==> config.mk <==
export PLATFORM = sky130hd
export DESIGN_NAME = irq_ctrl
export DESIGN_NICKNAME = d
export VERILOG_FILES = /design/src/rtl/irq_ctrl.sv
export SDC_FILE = /design/constraint.sdc
export NUM_CORES = 1
export LEC_CHECK = 0
export CORE_ASPECT_RATIO = 1.75
export CORE_MARGIN = 2
export CORE_UTILIZATION = 30
export CTS_CLUSTER_SIZE = 16
export DETAILED_ROUTE_END_ITERATION = 8
export GPL_ROUTABILITY_DRIVEN = 0
export PLACE_DENSITY = 0.65
export SLEW_MARGIN = 20
export SYNTH_ARGS = -nofsm -noshare
export SYNTH_HDL_FRONTEND = slang
export SYNTH_SLANG_ARGS = --single-unit
==> constraint.sdc <==
create_clock -name clk -period 2 [get_ports clk]
set_input_delay 0.5 -clock clk [delete_from_list [all_inputs] [get_ports clk]]
set_output_delay 0.5 -clock clk [all_outputs]
set_load 0.1 [all_outputs]
==> src/rtl/irq_ctrl.sv <==
// Edge-triggered interrupt controller. It snoops CPU RAM writes for mask load, acknowledge
// and end-of-interrupt, and presents one prioritised request at a time.
module irq_ctrl #(
   parameter logic [13:0] MASK_ADDR = 14'h3FF0,
   parameter logic [13:0] EOI_ADDR  = 14'h3FF1,
   parameter logic [13:0] ACK_ADDR  = 14'h0006,
   parameter int unsigned TIMEOUT   = 16
) (
   input  logic        clk,
   input  logic        rst_n,
   input  logic [3:0]  irq_src_i,
   input  logic        wr_en_i,
   input  logic [13:0] addr_to_ram_i,
   input  logic [31:0] data_to_ram_i,
   output logic        interrupt_o,
   output logic [1:0]  irq_id_o,
   output logic [3:0]  mask_o,
   output logic        busy_o,
   output logic        err_o
);

   localparam logic [1:0] ST_IDLE    = 2'd0;
   localparam logic [1:0] ST_REQ     = 2'd1;
   localparam logic [1:0] ST_SERVICE = 2'd2;
   localparam logic [7:0] WAIT_LAST  = 8'(TIMEOUT - 1);

   logic [3:0] sync1_q, sync2_q, sync3_q;
   logic [1:0] arm_q;
   logic [3:0] pending_q, pending_d;
   logic [3:0] mask_q, mask_d;
   logic [1:0] state_q, state_d;
   logic [1:0] irq_id_q, irq_id_d;
   logic [7:0] wait_q, wait_d;
   logic       interrupt_q, interrupt_d;
   logic       busy_q, busy_d;
   logic       err_q, err_d;

   logic [3:0] rise, clr, active;
   logic       mask_wr, ack_wr, eoi_wr;
   logic       unused_data;

   assign unused_data = ^data_to_ram_i[31:4];

   // Edges are ignored until the third flop holds a sampled input, so a level
   // already high when reset releases never looks like a fresh edge.
   assign rise    = (arm_q == 2'd3) ? (sync2_q & ~sync3_q) : 4'b0000;
   assign mask_wr = wr_en_i && (addr_to_ram_i == MASK_ADDR);
   assign ack_wr  = wr_en_i && (addr_to_ram_i == ACK_ADDR);
   assign eoi_wr  = wr_en_i && (addr_to_ram_i == EOI_ADDR);
   assign active  = pending_q & mask_q;

   // NOTE: every variable gets a default before the case so no path infers a latch.
   always_comb begin
      state_d  = state_q;
      irq_id_d = irq_id_q;
      wait_d   = wait_q;
      err_d    = err_q;
      clr      = 4'b0000;
      case (state_q)
         ST_IDLE: begin
            if (|active) begin
               state_d = ST_REQ;
               wait_d  = 8'd0;
               for (int i = 3; i >= 0; i--) begin
                  if (active[i]) irq_id_d = 2'(i);
               end
            end
         end
         ST_REQ: begin
            if (ack_wr) begin
               clr[irq_id_q] = 1'b1;
               state_d       = ST_SERVICE;
            end else if (wait_q == WAIT_LAST) begin
               err_d   = 1'b1;
               state_d = ST_IDLE;
            end else begin
               wait_d = wait_q + 8'd1;
            end
         end
         ST_SERVICE: begin
            if (eoi_wr) state_d = ST_IDLE;
         end
         default: state_d = ST_IDLE;
      endcase
   end

   // A new edge arriving with its acknowledge keeps the pending bit set.
   assign pending_d   = (pending_q & ~clr) | rise;
   assign mask_d      = mask_wr ? data_to_ram_i[3:0] : mask_q;
   assign interrupt_d = (state_d == ST_REQ);
   assign busy_d      = (state_d != ST_IDLE);

   // NOTE: sequential state uses non-blocking assignments so all flops update together.
   always_ff @(posedge clk or negedge rst_n) begin
      if (!rst_n) begin
         sync1_q     <= 4'b0000;
         sync2_q     <= 4'b0000;
         sync3_q     <= 4'b0000;
         arm_q       <= 2'd0;
         pending_q   <= 4'b0000;
         mask_q      <= 4'h0;
         state_q     <= ST_IDLE;
         irq_id_q    <= 2'd0;
         wait_q      <= 8'd0;
         interrupt_q <= 1'b0;
         busy_q      <= 1'b0;
         err_q       <= 1'b0;
      end else begin
         sync1_q     <= irq_src_i;
         sync2_q     <= sync1_q;
         sync3_q     <= sync2_q;
         if (arm_q != 2'd3) arm_q <= arm_q + 2'd1;
         pending_q   <= pending_d;
         mask_q      <= mask_d;
         state_q     <= state_d;
         irq_id_q    <= irq_id_d;
         wait_q      <= wait_d;
         interrupt_q <= interrupt_d;
         busy_q      <= busy_d;
         err_q       <= err_d;
      end
   end

   assign interrupt_o = interrupt_q;
   assign irq_id_o    = irq_id_q;
   assign mask_o      = mask_q;
   assign busy_o      = busy_q;
   assign err_o       = err_q;

endmodule

==> flow_summary.ini <==
[cells_and_area]
nets = 247
antenna_cells_inserted = 0
layout_cells_sized_above_1 = 0.264
mostFrequentLayoutCell = dfrtp_1
fin_util = 0.451
flow.area_growth_from_synthesis_pct = 43.7
most-common-layout-cells = dfrtp_1, clkdlybuf4s50_1, buf_4

[yosys]
synth_warnings = 0
syn_inst = 143
ys_dominant_reg_cell = dfrtp_1
synth.yosys.seq_area_share = 0.557
synth_area_sq_um = 1660
async_flop_share = 1.00
post_synth.cell_area_avg_sq_um = 11.6
ys_ff_latch = 37
syn_nets = 198
yosysUniqueCellTypes = 43
synth_enable_flop_cells = 0

[power]
clockPowerShare = 0.310
pwr_density_cell_nw_per_um2 = 677
netSwitchingPower_w = 0.000459
sequential_power_share = 0.519
max-vdd-ir-drop_uv = 639
netSwitchingFraction = 0.284
combPwrFrac = 0.171
leakage_nw = 1.01
total_internal_power_w = 0.00116

[cts]
clk_pin_slew_ns = 0.08
clock_sinks = 37
post_cts_hold_buffer_count = 0
cts_tree = done
worst_skew_pair.late_latency_ns = 0.29
numCtsBuffers = 5
cts_buffer_depth = 2
root_buffer = clkbuf_8
htree_num_levels = 2

[worst_hold_path]
holdCritPathClass = reg2reg

[sta]
setup_repair_after_global_routing_missed_its_margin = false
slew_headroom = 0.642
drv_slew = 0
final_report_hold_violation_count = 0
post-route-period-util = 0.960
period_minus_slack_ns = 1.92
achievable-frequency_mhz = 521
max_slew.worst_pin.slew_ns = 0.536
setup_viol_count_final = 0
setup_tns_ns = 0
finClkSkew_ns = 0.00919

[route]
detail_route.vias_per_cell = 5.05
detailroute.via_count = 1349
number_of_nets_still_failing_antenna_checks_after_routing = 0
detail_route.wirelength_um = 4060
route.detailed.wl_per_inst_um = 15.2
drt_drc_violations_left = 0
drt-initial-drc-count = 25
drt-pass1-iter-count = 4

[global_routing]
grt_pass1_wl_um = 6540
grt.total_usage = 0.143
grt_antenna_before_repair = 0
via_count_of_the_first_global_routing_pass = 1417
global_route.overflow_total = 0
maximum_number_of_pins_on_one_net_before_global_route_repair = 38

[placed_design]
buffer_ports.inserted = 33
dp_hpwl_um = 3010

[floorplan]
fp.dieArea_sq_um = 6170
die_width_um = 60.3
start_util = 0.314
die_h_um = 102
row_count = 35
design.core.area_sq_um = 5300
boundaryPins = 62

[worst_setup_path]
worst_ep_required_time_ns = 2.23
critical_path.max_fanout = 5
worstPathArrival_ns = 2.15
timing.critical_path.to_type = flip-flop
critPathKind = reg2reg
kind_of_start_point_of_the_critical_path = flip-flop

[status]
status = finished, final reports clean

[job]
drv.max_cap_violation_count = 0
==> stage by stage <==
stage               setup WS [ns]  cell area [sq um]  total power (W)  std cells  hold slack, ns
floorplan                  0.0819               1670         0.000983        143           0.204
global placement           -0.484               2240          0.00112        256           0.333
detailed placement         -0.478               2240          0.00113        256           0.336
CTS                        0.0539               2340          0.00163        265           0.354
global route              0.00242               2390          0.00170        267           0.360
finish                     0.0804               2390          0.00162        267           0.351
==> sequential cells by signal, indices dropped and copies added (netlist names) <==
register	cells
sync2_q	4
wait_q	8
state_q	2
mask_o	4
sync1_q	4
err_o	1
interrupt_o	1
sync3_q	4
pending_q	4
irq_id_o	2
arm_q	2
busy_o	1
==> worst paths after layout <==
| kind | end | slack [ns] | depth (start not counted) | start |
|---|---|---|---|---|
| min in group asynchronous | state_q[1] | 0.63 | 2 | rst_n |
| min reg2reg | sync2_q[0] | 0.35 | 0 | sync1_q[0] |
| max in group asynchronous | mask_o[1] | 1.03 | 2 | rst_n |
| max reg2reg | wait_q[2] | 0.08 | 5 | wait_q[0] |
| min | sync2_q[0] | 0.35 | 0 | sync1_q[0] |
| max | wait_q[2] | 0.08 | 5 | wait_q[0] |
==> area by class of cell <==
class	instances	area, sq um
clock inverters	3	17.5
inverters	7	26.3
fillers	503	2910
clock buffers	5	68.8
repair buffers	48	518
multi-input cells	93	733
flip-flops and latches	37	931
well taps	74	92.6
==> cell usage after synthesis, types with 2 or more instances <==
master / count / area (sq um)
a21oi_1: 2 / 10.0
a221o_1: 4 / 40.0
a22o_1: 2 / 17.5
a22oi_1: 2 / 15.0
a32o_1: 3 / 30.0
a41o_1: 2 / 20.0
and3_1: 2 / 12.5
buf_2: 2 / 10.0
clkbuf_1: 5 / 18.8
dfrtp_1: 37 / 926
ha_1: 2 / 25.0
inv_1: 7 / 26.3
mux2_2: 5 / 56.3
nand2_1: 11 / 41.3
nand3_1: 5 / 25.0
nand4_1: 4 / 25.0
nand4b_1: 4 / 35.0
nor2_1: 6 / 22.5
nor3_1: 3 / 15.0
nor4_1: 5 / 31.3
o211a_1: 2 / 20.0
o21ai_0: 6 / 30.0
o311ai_0: 2 / 17.5
==> critical path, stage by stage, from the launching register on <==
cell	delay (ns)
dfrtp_1	0.42
ha_1	0.20
nand4b_1	0.14
or4_1	0.56
a31oi_2	0.35
a22o_1	0.19
==> what timing repair did <==
action	CTS	global route
gates resized for setup	12	5
endpoints found under the setup margin	15	16
gates cloned	0	1
pin swaps	2	3
buffers inserted	1	1
==> per-layer routing <==
metal	track usage	share of wire	vias to the layer above
met5	0	0	-
met3	0.0304	0.031	12
met4	0.0718	0.033	0
met2	0.257	0.59	30
li1	-	-	649
met1	0.152	0.34	658
==> power groups by stage <==
stage	sequential, W	combinational (W)	clock [W]
2_1_floorplan	0.000894	0.0000897	0
3_3_place_gp	0.000853	0.000272	0
3_5_place_dp	0.000854	0.000276	0
4_1_cts	0.000839	0.000272	0.000522
5_1_grt	0.000845	0.000300	0.000556
6_report	0.000840	0.000276	0.000501
==> cells by family (layout without fill, tap and decap cells) <==
logic type                 Yosys count  count (layout)  synth area share
adders and majority gates            2               2            0.0151
and+or+nand+nor                     50              50             0.181
AOI/OAI and AO/OA                   34              35             0.174
buffers and inverters               14              63            0.0331
xor gates and xnor gates             1               1           0.00527
muxes                                5               5            0.0339
DFF                                 37              37             0.557
(Power assumes the default switching activity.)
